**config.mk**
```make
export PLATFORM = sky130hd
export DESIGN_NAME = vram_responder
export DESIGN_NICKNAME = d
export VERILOG_FILES = /design/src/rtl/vram_pkg.sv /design/src/rtl/vram_responder_rd_valid_pipe.sv /design/src/rtl/vram_responder.sv
export SDC_FILE = /design/constraint.sdc
export NUM_CORES = 1
export LEC_CHECK = 0
export ABC_CLOCK_PERIOD_IN_PS = 2260
export BUFFER_PORTS_ARGS = -buffer_cell sky130_fd_sc_hd__buf_2
export CORE_MARGIN = 4
export CORE_UTILIZATION = 40
export DETAILED_ROUTE_END_ITERATION = 8
export GPL_ROUTABILITY_DRIVEN = 0
export PLACE_DENSITY = 0.66
export SETUP_SLACK_MARGIN = 0.4
export SLEW_MARGIN = 0
export SYNTH_ARGS = -nofsm -noshare
export SYNTH_HDL_FRONTEND = slang
export SYNTH_HIERARCHICAL = 1
export SYNTH_SLANG_ARGS = --single-unit
export TNS_END_PERCENT = 100
```
**constraint.sdc**
```tcl
create_clock -name clk -period 2.26 [get_ports clk]
set_input_delay 0.226 -clock clk [delete_from_list [all_inputs] [get_ports clk]]
set_output_delay 0.226 -clock clk [all_outputs]
set_load 0.03 [all_outputs]
```
**src/rtl/vram_pkg.sv**
```systemverilog
// Shared types and defaults for the VRAM responder: interface widths,
// out-of-range read data and the decoded request record.
package vram_pkg;

    localparam int         VRAM_ADDR_W     = 20;
    localparam int         VRAM_MEM_ADDR_W = 14;
    localparam int         MAX_RAM_LATENCY = 4;
    localparam logic [7:0] VRAM_OOR_DATA   = 8'hFF;

    // One sampled request from the arbiter, already decoded for range.
    typedef struct packed {
        logic                       rd;
        logic                       wr;
        logic                       oor;
        logic [VRAM_MEM_ADDR_W-1:0] addr;
        logic [7:0]                 data;
    } req_t;

endpackage

```
**src/rtl/vram_responder_rd_valid_pipe.sv**
```systemverilog
// Read tracking shift register: carries valid + out-of-range alongside the
// RAM access so the last stage lines up with ram_q and acts as the capture
// strobe for the output registers.
module rd_valid_pipe
    import vram_pkg::*;
#(
    parameter int DEPTH = 3
) (
    input  logic clk,
    input  logic reset,
    input  logic valid_i,
    input  logic oor_i,
    output logic cap_valid_o,
    output logic cap_oor_o
);

    logic [DEPTH-1:0] valid_q;
    logic [DEPTH-1:0] oor_q;

    // Shift one stage per clock; a reset drops every read in flight.
    // NOTE: sequential state uses non-blocking assignments so every stage
    // samples the value its neighbour held before the edge.
    always_ff @(posedge clk or negedge reset) begin
        if (!reset) begin
            valid_q <= '0;
            oor_q   <= '0;
        end else begin
            valid_q <= {valid_q[DEPTH-2:0], valid_i};
            oor_q   <= {oor_q[DEPTH-2:0], oor_i};
        end
    end

    assign cap_valid_o = valid_q[DEPTH-1];
    assign cap_oor_o   = oor_q[DEPTH-1];

endmodule

```
**src/rtl/vram_responder.sv**
```systemverilog
// Memory-side end of the GPU request interface. Issues byte reads/writes to
// a synchronous block RAM, resolves read/write collisions through a one-entry
// skid, and returns reads in order at a fixed latency. RAM_LATENCY is 1..4.
module vram_responder
    import vram_pkg::*;
#(
    parameter int         ADDR_W      = VRAM_ADDR_W,
    parameter int         MEM_ADDR_W  = VRAM_MEM_ADDR_W,
    parameter int         RAM_LATENCY = 2,
    parameter logic [7:0] OOR_DATA    = VRAM_OOR_DATA
) (
    input  logic                  clk,
    input  logic                  reset,
    input  logic                  rd_req,
    input  logic                  wr_ena,
    input  logic [ADDR_W-1:0]     address,
    input  logic [7:0]            data_in,
    output logic                  rd_rdy,
    output logic [7:0]            data_out,
    output logic                  busy,
    output logic                  range_err,
    output logic                  proto_err,
    output logic [MEM_ADDR_W-1:0] ram_addr,
    output logic                  ram_wr_ena,
    output logic [7:0]            ram_data,
    input  logic [7:0]            ram_q
);

    req_t                  req;
    logic                  rd_accept;

    logic                  skid_valid_q, skid_valid_d;
    logic                  skid_oor_q, skid_oor_d;
    logic [MEM_ADDR_W-1:0] skid_addr_q, skid_addr_d;

    logic [MEM_ADDR_W-1:0] ram_addr_q, ram_addr_d;
    logic                  ram_wr_q, ram_wr_d;
    logic [7:0]            ram_data_q, ram_data_d;

    logic                  range_err_q, range_err_d;
    logic                  proto_err_q, proto_err_d;

    logic                  issue_rd, issue_oor;
    logic                  cap_valid, cap_oor;
    logic                  rd_rdy_q;
    logic [7:0]            data_out_q;

    // Decode the incoming request; upper address bits only matter for range.
    always_comb begin
        req.rd   = rd_req;
        req.wr   = wr_ena;
        req.oor  = (address[ADDR_W-1:MEM_ADDR_W] != '0);
        req.addr = VRAM_MEM_ADDR_W'(address[MEM_ADDR_W-1:0]);
        req.data = data_in;
    end

    // A read is only accepted when the skid is free; otherwise it is dropped.
    assign rd_accept = req.rd && !skid_valid_q;

    // Issue arbitration: write first, then a pending skid read, then a new read.
    always_comb begin
        // NOTE: every comb output gets a default first, so no path can leave
        // a signal unassigned and infer a latch.
        skid_valid_d = skid_valid_q;
        skid_oor_d   = skid_oor_q;
        skid_addr_d  = skid_addr_q;
        ram_addr_d   = ram_addr_q;
        ram_wr_d     = 1'b0;
        ram_data_d   = ram_data_q;
        range_err_d  = range_err_q;
        proto_err_d  = proto_err_q;
        issue_rd     = 1'b0;
        issue_oor    = 1'b0;

        if (req.rd && skid_valid_q) begin
            proto_err_d = 1'b1;
        end
        if (rd_accept && req.oor) begin
            range_err_d = 1'b1;
        end

        if (req.wr) begin
            ram_addr_d = MEM_ADDR_W'(req.addr);
            ram_data_d = req.data;
            ram_wr_d   = !req.oor;
            if (req.oor) begin
                range_err_d = 1'b1;
            end
            // Colliding read waits one cycle behind the write.
            if (rd_accept) begin
                skid_valid_d = 1'b1;
                skid_oor_d   = req.oor;
                skid_addr_d  = MEM_ADDR_W'(req.addr);
            end
        end else if (skid_valid_q) begin
            ram_addr_d   = skid_addr_q;
            issue_rd     = 1'b1;
            issue_oor    = skid_oor_q;
            skid_valid_d = 1'b0;
        end else if (req.rd) begin
            ram_addr_d = MEM_ADDR_W'(req.addr);
            issue_rd   = 1'b1;
            issue_oor  = req.oor;
        end
    end

    // Issue-stage registers, skid entry and sticky error flags.
    always_ff @(posedge clk or negedge reset) begin
        if (!reset) begin
            skid_valid_q <= 1'b0;
            skid_oor_q   <= 1'b0;
            skid_addr_q  <= '0;
            ram_addr_q   <= '0;
            ram_wr_q     <= 1'b0;
            ram_data_q   <= '0;
            range_err_q  <= 1'b0;
            proto_err_q  <= 1'b0;
        end else begin
            skid_valid_q <= skid_valid_d;
            skid_oor_q   <= skid_oor_d;
            skid_addr_q  <= skid_addr_d;
            ram_addr_q   <= ram_addr_d;
            ram_wr_q     <= ram_wr_d;
            ram_data_q   <= ram_data_d;
            range_err_q  <= range_err_d;
            proto_err_q  <= proto_err_d;
        end
    end

    rd_valid_pipe #(
        .DEPTH(RAM_LATENCY + 1)
    ) u_rd_valid_pipe (
        .clk        (clk),
        .reset      (reset),
        .valid_i    (issue_rd),
        .oor_i      (issue_oor),
        .cap_valid_o(cap_valid),
        .cap_oor_o  (cap_oor)
    );

    // Output registers: capture ram_q (or the out-of-range pattern) on the strobe.
    always_ff @(posedge clk or negedge reset) begin
        if (!reset) begin
            rd_rdy_q   <= 1'b0;
            data_out_q <= '0;
        end else begin
            rd_rdy_q <= cap_valid;
            if (cap_valid) begin
                data_out_q <= cap_oor ? OOR_DATA : ram_q;
            end
        end
    end

    assign rd_rdy     = rd_rdy_q;
    assign data_out   = data_out_q;
    assign busy       = skid_valid_q;
    assign range_err  = range_err_q;
    assign proto_err  = proto_err_q;
    assign ram_addr   = ram_addr_q;
    assign ram_wr_ena = ram_wr_q;
    assign ram_data   = ram_data_q;

endmodule

```
# After elaboration in Yosys (flattened, before gate mapping)
# Cells that the tools add are included.
# totals
out_inout_bits	35
reg_bits	56
elab_cells	37
input_bits	40
# classes
reduce_logical	8
eq_ne	1
mux	16
# op_table
cell	count
$mux W14	3
$mux W1	12
$mux W8	1
$reduce_bool A6 Y1	1
$logic_and A1 B1 Y1	3
$reduce_bool A3 Y1	1
$logic_not A1 Y1	2
$ne A2 B1 Y1 const B	1
$reduce_and A2 Y1	1

# Logic depth before layout (Yosys ltp)
# Gate-level depths: netlist (run 1).
# depth
depth_word	6
depth_mapped	5
ltp_nobuf	3

# Modules after synthesis
# The synthesis (run 1) kept the hierarchy.
# modules_own_cells
mod	seq_area_each_um2	area_each_um2	n_inst	cells_each
vram_responder	1251.2	2070.7	1	169
rd_valid_pipe	150.1	150.1	1	6

# Least setup slack after synthesis (run 1)
# Ideal clock, no wire load.
# synth_path
kind	register to register
from	register skid_valid_q, in the netlist busy
to	register skid_addr_q[10]
arrival_time_ns	1.271
period_less_slack_ns	1.399
stages_incl_launch_ff	4
setup_ns	0.128
required_ns	2.132
path_slack_ns	0.861
path_buffers	1
cell_sequence	dfrtp_1 nand3b_4 buf_2 mux2_1
# synth_via
elab_chain_len	3
# synth_lines
item	line_no	source
from (decl)	vram_responder.sv:32	logic skid_valid_q, skid_valid_d;
from (signal assigned)	vram_responder.sv:119	skid_valid_q <= skid_valid_d;
$logic_not A1 Y1	vram_responder.sv:58	assign rd_accept = req.rd && !skid_valid_q;
$logic_and A1 B1 Y1	vram_responder.sv:58	
$reduce_and A2 Y1 (no source line)	-	
to (signal assigned)	vram_responder.sv:121	skid_addr_q <= skid_addr_d;
to (decl)	vram_responder.sv:34	logic [MEM_ADDR_W-1:0] skid_addr_q, skid_addr_d;
# Every way passes these cells.
# A chain may end at the register's enable or synchronous reset.

# Final worst setup path (run 1)
# layout_path
from	register skid_valid_q, in the netlist busy
to	output busy
# layout_lines
item	line_no	source
to (decl)	vram_responder.sv:20	output logic busy,
# No word-level cell between the ends.

==> out/qor.yml, run 1 <==
critical_path:
  worstSetupPathType: "reg -> out"
  cp-start-kind: "register"
  cp-end-kind: "output port"
  cp.arrival_ps: 1330
  required_ps: 2030
  crit_fanout: 14
global_routing:
  track_usage: 0.148
  antenna_found_initial: 0
  grt_pass1_wl_um: 7610
  grt_pass1_vias: 1537
  grt_max_degree: 30
  grt_overflow_total: 0
routing:
  dr.pass1.iters: 4
  detail_route.wl_per_cell_um: 14.2
  num_vias: 1596
  drtIter0Drc: 91
  remaining_drc_errors: 0
  vias_per_cell: 5.00
  drt_wl_total_um: 4540
  antenna_left: 0
finish:
  layout.cells.non_filler: 319
  n_fill_cell: 461
  num_antenna_cells: 0
  fin_nets: 288
  drive_above_1_share: 0.414
  syn2layout_area_growth_pct: 25.5
yosys:
  yosys-top-cells-area: "dfrtp_1, a22oi_1, mux2_2, mux2_1, nor2_1"
  synth-seq-cells: 56
  synthesis.nets: 215
  synth_edf_count: 0
  syn_area_um2: 2220
  yosys_warnings: 6
  synth.most_common_cell: "dfrtp_1"
  synth_ff_type: "dfrtp_1"
  synth-async-reset-ratio: 1.00
  synthTopCellsByCount: "dfrtp_1, a22oi_1, nor2_1"
  yosysTopAreaCellShare: 0.631
  syn_avg_cell_area_um2: 12.7
  yosysTopAreaCell: "dfrtp_1"
  syn_inst: 175
  synth.distinct_cells: 22
  seq_area_frac_synth: 0.631
cts:
  cts_tree: "built"
  htreeDepth: 2
  numCtsBuffers: 5
  cts_setup_buffers: 0
  clockBufferDepth: 2
  clockRootBuffer: "clkbuf_8"
  cts_sinks: 56
  clk_pin_slew_ps: 90
  ctsResizeCount: 0
  clk_latency_ps: 310
timing:
  setup_violations: 0
  hold_viol: 0
  worstMarginPinSlew_ps: 639
  rsz0062_at_grt: "no"
  clock_skew_ps: 3.59
  clock.fmax_mhz: 642
  fin_crit_sh: 0.689
  maxSlewViolCount: 0
  relSlewSlack: 0.574
  fin_crit_ps: 1560
  final.setup.tns_ps: 0
  whs_ps: 137
status:
  outcome: "complete, no violations"
placed_design:
  numPortBuffers: 74
  dp_hpwl_um: 3250
  placed_cells: 310
floorplanning:
  coreArea_um2: 5240
  die_y_um: 82.5
  start_util: 0.424
  die_w_um: 82.5
  rows: 26
  die_area_um2: 6810
  io-pin-count: 75
worst_hold_path:
  hold_class: "in -> reg"
job:
  cap_violations: 0
power:
  irDropWorstVdd_mv: 0.441
  p_per_area_nw_per_um2: 831
  p_total_w: 0.00232
  p_leak_nw: 1.30
-- critical path: stages, from the launching register on --
cell     delay (ps)
dfrtp_1         580
buf_4           230
buf_2           210
-- layout make-up --
type                            count  area (um^2)  area share
Sequential cell                    56         1400       0.503
Multi-Input combinational cell    105          751       0.269
Timing Repair Buffer               79          423       0.152
Tap cell                           70         87.6      0.0314
Clock buffer                        6         82.6      0.0296
Clock inverter                      2         38.8      0.0139
Inverter                            1         3.75     0.00135
-- repair_timing --
action | CTS | global route
endpoints found under the setup margin | 0 | 0
hold endpoints to repair | 27 | 0
hold buffers | 1 | 0
-- registers in the layout, indices dropped and copies added (netlist names), 3 cells and up --
register / count
ram_addr: 14
u_rd_valid_pipe/oor_q: 3
u_rd_valid_pipe/valid_q: 3
skid_addr_q: 14
data_out: 8
ram_data: 8
-- stage by stage --
step | utilization | setup WS, ps | instance area [um^2]
detailed placement | 0.507 | 795 | 2660
global placement | 0.507 | 870 | 2660
global route | 0.532 | 594 | 2790
finish | 0.532 | 704 | 2790
floorplan | - | 861 | 2220
CTS | 0.532 | 683 | 2790
-- per-layer routing --
layer	routed length, um	vias to the layer above	track usage
met3	334	6	0.0488
met5	0	-	0
met2	1990	51	0.225
met1	2150	762	0.200
li1	-	777	-
met4	62	0	0.0490
-- cell families (layout without fill, tap and decap cells) --
kind of cell,count (synthesis),in the layout,synth area share
buf+inv,14,88,0.0310
flops,56,56,0.631
simple gates,29,29,0.0704
mux,22,22,0.112
compound gates,54,54,0.156
-- path summary, 6_finish.rpt --
kind	from	depth (start not counted)	to	slack, ps
worst max-delay path	busy$_DFFE_PN0P_	2	busy	700
min in group asynchronous	reset	2	rd_rdy$_DFF_PN0_	460
worst min register to register	u_rd_valid_pipe/valid_q[1]$_DFF_PN0_	0	u_rd_valid_pipe/valid_q[2]$_DFF_PN0_	360
worst min-delay path	data_in[2]	2	ram_data[2]$_DFFE_PN0P_	140
worst max register to register	busy$_DFFE_PN0P_	2	skid_addr_q[1]$_DFFE_PN0P_	850
max in group asynchronous	reset	3	skid_addr_q[0]$_DFFE_PN0P_	1230
-- layout by cell type (no fill, tap or decap), drive strengths merged, types with 2 or more instances in the layout --
cell and count:
o21ai 16, mux2 22, a22oi 27, dfrtp 56, nor2 20, nand2 2
a21oi 8, nor2b 2, clkbuf 6, buf 78
-- power breakdown --
group | internal, W | switching (W)
Clock | 0.000362 | 0.000317
Sequential | 0.00113 | 0.0000696
Combinational | 0.000167 | 0.000276
No activity file was read; power rests on OpenSTA's default activity.
==> run 2, diff against run 1 <==
ABC_CLOCK_PERIOD_IN_PS = 1400   (was 2260)
PLACE_DENSITY = 0.68   (was 0.66)
clock period = 1.4 ns   (was 2.26 ns; I/O delays follow)
==> run 2 against run 1 <==
Effect of this change:
- combinational power is 130% higher
- largest power group unchanged
- first-iteration DRC count increased by 6.6%
- non-clock buffer count grew 19
- core utilization rose by 8.0 points
- clock skew rose by 1.4 ps
- die area unchanged
- sequential power grew 63%
- critical path depth rose by 1
==> out/qor.yml, run 2 (same netlist as run 1, synthesis figures left out) <==
global_routing:
  grt_pass1_wl_um: 8760  # +15%
  grt_pass1_vias: 1722  # +12%
  antenna_found_initial: 0  # unchanged
  track_usage: 0.171  # +0.0230
  grt_max_degree: 29  # -3.3%
  grt_overflow_total: 0  # unchanged
critical_path:
  path_delay_family: "flip-flops"
  crit_end: "skid_addr_q[12]$_DFFE_PN0P_"
  crit_buf_inv: 1  # -1
  reg2reg_depth: 3  # +1
  crit_slowest_cell: "dfrtp_2"
  cp_cell_sequence: "nand3b_4, buf_6, mux2_4"
  cp-start-kind: "register"
  required_ps: 1590  # -440 ps
  reg2reg_from: "busy$_DFFE_PN0P_"
  worstSetupPathType: "reg -> reg"
  cp-end-kind: "register"
  cp_slowest_stage_delay_ps: 440  # -140 ps
  cp.depth: 3  # +1
  r2r_end: "skid_addr_q[12]$_DFFE_PN0P_"
  cp.arrival_ps: 1380  # +50 ps
  rrSetupSlack_ps: 210  # -640 ps
  crit_fanout: 6  # -8
  startpoint: "busy$_DFFE_PN0P_"
finish:
  drive_above_1_share: 0.507  # +0.0938
  syn2layout_area_growth_pct: 44.3
  n_fill_cell: 417  # -9.5%
  num_antenna_cells: 0  # unchanged
  final_cell_mix: "dfrtp_1, buf_6, buf_2, a22oi_1, nor2_1"
  layout.cells.non_filler: 338  # +6.0%
  fin_nets: 307  # +6.6%
  layout_commonest_cell: "dfrtp_1"
routing:
  antenna_left: 0  # unchanged
  vias_per_cell: 4.97  # -0.71%
  detail_route.wl_per_cell_um: 15.6  # +9.9%
  drtIter0Drc: 97  # +6.6%
  drt_wl_total_um: 5280  # +16%
  remaining_drc_errors: 0  # unchanged
  dr.pass1.iters: 4  # unchanged
  num_vias: 1679  # +5.2%
cts:
  clockRootBuffer: "clkbuf_8"
  cts_tree: "built"
  numCtsBuffers: 5  # unchanged
  clk_latency_ps: 300  # about the same
  clockBufferDepth: 2  # unchanged
  clk_pin_slew_ps: 100  # about the same
  htreeDepth: 2  # unchanged
  cts_sinks: 56  # unchanged
timing:
  whs_ps: 57.9  # -78.7 ps
  relSlewSlack: 0.626  # +0.0521
  clock_skew_ps: 4.99  # +1.39 ps
  fin_crit_ps: 1190
  clock.fmax_mhz: 837
  worstMarginPinSlew_ps: 561  # -78.7 ps
  finalWorstSetupSlack_ps: 205  # -498 ps
  setup_violations: 0  # unchanged
  fin_crit_sh: 0.853
  hold_viol: 0  # unchanged
  maxSlewViolCount: 0  # unchanged
  rsz0062_at_grt: "yes"
placed_design:
  dp_hpwl_um: 3400  # +4.9%
  numPortBuffers: 74  # unchanged
  dp_slack_ps: -2.34  # -797 ps
  placed_cells: 313  # +0.97%
power:
  p_total_w: 0.00381  # +64%
  p_leak_nw: 1.51  # +16%
  irDropWorstVdd_mv: 0.541  # +23%
  p_per_area_nw_per_um2: 1190  # +43%
worst_hold_path:
  hold_class: "in -> reg"
floorplanning:
  start_util: 0.424  # unchanged
  io-pin-count: 75  # unchanged
  die_y_um: 82.5  # unchanged
  die_w_um: 82.5  # unchanged
  die_area_um2: 6810  # unchanged
  rows: 26  # unchanged
  coreArea_um2: 5240  # unchanged
status:
  outcome: "complete, no violations"
job:
  cap_violations: 0  # unchanged
-- run 2: cell types whose count changed in the layout (fill, tap and decap cells not counted), moves of 2 or more --
cell	before	now
mux2_1	8	0
buf_2	74	39
dfrtp_2	0	2
clkbuf_1	0	2
mux2_4	0	8
buf_4	3	16
buf_6	0	41
dfrtp_1	56	54
o21ai_1	1	10
o21ai_0	15	5
-- run 2: per-stage QoR --
stage | setup TNS (ps) | area, um^2 | utilization
final | 0 | 3200 | 0.612
after global routing | 0 | 3200 | 0.612
after CTS | 0 | 3120 | 0.596
after detailed placement | -2.34 | 2710 | 0.517
after global placement | 0 | 2710 | 0.517
after floorplan | 0 | 2280 | -
-- run 2: how the worst min path moves through the flow --
stage / end / slack, ps / cells past startpoint / startpoint
floorplan: busy$_DFFE_PN0P_ / -160 / 0 / reset
global placement: ram_data[2]$_DFFE_PN0P_ / 90 / 1 / reset
detailed placement: ram_data[2]$_DFFE_PN0P_ / 90 / 1 / reset
CTS: ram_data[6]$_DFFE_PN0P_ / 50 / 2 / data_in[6]
global route: ram_data[1]$_DFFE_PN0P_ / 50 / 2 / data_in[1]
finish: ram_data[6]$_DFFE_PN0P_ / 60 / 2 / data_in[6]
-- run 2: layout make-up --
class                           count  area, um^2  share of cell area
Clock buffer                        7        76.3              0.0238
Clock inverter                      1        5.00             0.00156
Inverter                            1        3.75             0.00117
Multi-Input combinational cell    105         821               0.256
Sequential cell                    56        1400               0.438
Tap cell                           70        87.6              0.0273
Timing Repair Buffer               98         807               0.252
-- run 2: where the power goes --
part | leakage (nW) | internal, W | switching, W
clock network | 0.0422 | 0.000353 | 0.000492
logic | 0.821 | 0.000507 | 0.000494
registers | 0.651 | 0.00182 | 0.000140
-- run 2: worst reg2reg max path: cells and delay by family, from the launching register on --
| kind | cells | cell delay [ps] |
|---|---|---|
| buffers and inverters | 1 | 160 |
| flip-flops | 1 | 440 |
| AND/OR/NAND/NOR | 1 | 190 |
| multiplexers | 1 | 290 |
-- run 2: per-layer routing --
metal  track usage  wire [um]  vias up
li1              -          -      812
met1         0.242       2380      821
met2         0.264       2610       41
met3        0.0390        255        5
met4        0.0490         40        0
met5             0          0        -
-- run 2: repair_timing --
| action | CTS | global route |
|---|---|---|
| pin swaps | 1 | 2 |
| gates cloned | 0 | 0 |
| buffers inserted | 12 | 4 |
| setup endpoints to repair | 64 | 75 |
| hold buffers | 1 | 0 |
| hold endpoints to repair | 14 | 0 |
| resized for setup | 73 | 15 |
==> run 3, diff against run 2 <==
SETUP_SLACK_MARGIN = not set   (was 0.4)
==> run 3 against run 2 <==
Effect of this change:
- design area down 13%
- critical path depth down 1
- flip-flop and latch count unchanged
- register-to-register slack worse by 50 ps
- sequential share of layout area up 6.4 points
- worst setup slack worse by 75 ps
- first-iteration DRC count up 14%
- total power down 7.8%
- clock power up 0.7%
- clock skew about the same
- highest routed layer unchanged
==> out/qor.yml, run 3 (same netlist as run 1, synthesis figures left out) <==
floorplanning:
  rows: 26  # unchanged
  die_w_um: 82.5  # unchanged
  coreArea_um2: 5240  # unchanged
  die_area_um2: 6810  # unchanged
  io-pin-count: 75  # unchanged
  die_y_um: 82.5  # unchanged
  start_util: 0.424  # unchanged
critical_path:
  worstSetupPathType: "reg -> out"
  cp_slowest_stage_delay_ps: 400  # -40 ps
  cp-start-kind: "register"
  crit_buf_inv: 2  # +1
  crit_slowest_cell: "dfrtp_1"
  cp.arrival_ps: 1130  # -250 ps
  cp-end-kind: "output port"
  cp_cell_sequence: "buf_4, buf_2"
  rrSetupSlack_ps: 160  # -50 ps
  path_delay_family: "buffers and inverters"
  required_ps: 1260  # -330 ps
  crit_fanout: 12  # +6
finish:
  final_cell_area_um2: 2790  # -13%
  fin_nets: 293  # -4.6%
  syn2layout_area_growth_pct: 25.6
  n_fill_cell: 485  # +16%
  layout_commonest_cell: "buf_2"
  drive_above_1_share: 0.417  # -0.0901
  num_antenna_cells: 0  # unchanged
  final_cell_mix: "buf_2, dfrtp_1, a22oi_1, nor2_1, o21ai_0"
  finish.utilization: 0.532  # -0.0793
timing:
  rsz0062_at_grt: "no"
  fin_crit_sh: 0.907  # +0.0537
  maxSlewViolCount: 0  # unchanged
  clock.fmax_mhz: 787  # -5.9%
  final.setup.tns_ps: 0  # unchanged
  hold_viol: 0  # unchanged
  finalWorstSetupSlack_ps: 130  # -75.1 ps
  relSlewSlack: 0.662  # +0.0360
  worstMarginPinSlew_ps: 507  # -53.3 ps
  clock_skew_ps: 4.53  # -0.451 ps
  fin_crit_ps: 1270  # +75.1 ps
  setup_violations: 0  # unchanged
power:
  irDropWorstVdd_mv: 0.620  # +15%
  power_frac_comb: 0.209  # -0.054
  p_int_w: 0.00246  # -8.4%
  p_leak_nw: 1.31  # -13%
  power.switching_w: 0.00105  # -6.5%
  seqPwrFrac: 0.549  # +0.034
  swShare: 0.300  # +0.00412
  p_per_area_nw_per_um2: 1260  # +5.9%
  p_total_w: 0.00351  # -7.8%
  clockPowerShare: 0.242  # +0.020
routing:
  drt_wl_total_um: 4650  # -12%
  drtIter0Drc: 111  # +14%
  remaining_drc_errors: 0  # unchanged
  num_vias: 1647  # -1.9%
  detail_route.wl_per_cell_um: 14.3  # -8.3%
  dr.pass1.iters: 4  # unchanged
  vias_per_cell: 5.08  # +2.3%
  antenna_left: 0  # unchanged
cts:
  clk_pin_slew_ps: 90  # about the same
  clk_latency_ps: 300  # about the same
  ctsResizeCount: 0  # -100%
  numCtsBuffers: 5  # unchanged
  cts_tree: "built"
  clockRootBuffer: "clkbuf_8"
  cts_sinks: 56  # unchanged
  postCtsHoldBufs: 1  # unchanged
  htreeDepth: 2  # unchanged
  clockBufferDepth: 2  # unchanged
  cts_setup_buffers: 0  # -12
global_routing:
  antenna_found_initial: 0  # unchanged
  grt_max_degree: 57  # +97%
  grt_overflow_total: 0  # unchanged
  grt_pass1_vias: 1668  # -3.1%
  grt_pass1_wl_um: 7970  # -9.1%
  track_usage: 0.155  # -0.0160
status:
  outcome: "complete, no violations"
placed_design:
  dp_slack_ps: 161  # +164 ps
  numPortBuffers: 74  # unchanged
  dp_hpwl_um: 3280  # -3.7%
  placed_cell_area_um2: 2690  # -0.51%
job:
  cap_violations: 0  # unchanged
worst_hold_path:
  hold_class: "in -> reg"
==> run 3: through the flow <==
stage / hold slack [ps] / cells
after floorplan: -156 / 175
after global placement: 164 / 315
after detailed placement: 163 / 315
after CTS: 49.2 / 324
after global routing: 46.7 / 324
final: 60.3 / 324
==> run 3: power groups by stage <==
stage | combinational [W] | sequential, W | clock [W]
2_1_floorplan | 0.000259 | 0.00215 | 0
3_3_place_gp | 0.000733 | 0.00195 | 0
6_report | 0.000732 | 0.00193 | 0.000851
4_1_cts | 0.000746 | 0.00193 | 0.000900
3_5_place_dp | 0.000744 | 0.00196 | 0
5_1_grt | 0.000812 | 0.00195 | 0.000976
==> run 3: final cells by class <==
class	count	area, um^2	share of cell area
inverters	1	3.75	0.00135
multi-input cells	105	751	0.269
flip-flops and latches	56	1400	0.502
clock buffers	7	76.3	0.0274
clock inverters	1	8.76	0.00314
well taps	70	87.6	0.0314
repair buffers	84	460	0.165
==> run 3: worst paths after layout <==
check	from	end	cells past startpoint
max	busy$_DFFE_PN0P_	busy	2
min	data_in[6]	ram_data[6]$_DFFE_PN0P_	2
max reg2reg	busy$_DFFE_PN0P_	ram_addr[6]$_DFFE_PN0P_	3
min reg2reg	u_rd_valid_pipe/oor_q[1]$_DFF_PN0_	u_rd_valid_pipe/oor_q[2]$_DFF_PN0_	0
max in group asynchronous	reset	ram_data[7]$_DFFE_PN0P_	3
min in group asynchronous	reset	ram_data[5]$_DFFE_PN0P_	3
==> run 3: routing by layer <==
metal	share of wire	GRT usage	vias up
met4	0.014	0.0637	0
li1	-	-	780
met2	0.45	0.246	56
met5	0	0	-
met3	0.078	0.0390	5
met1	0.46	0.203	806
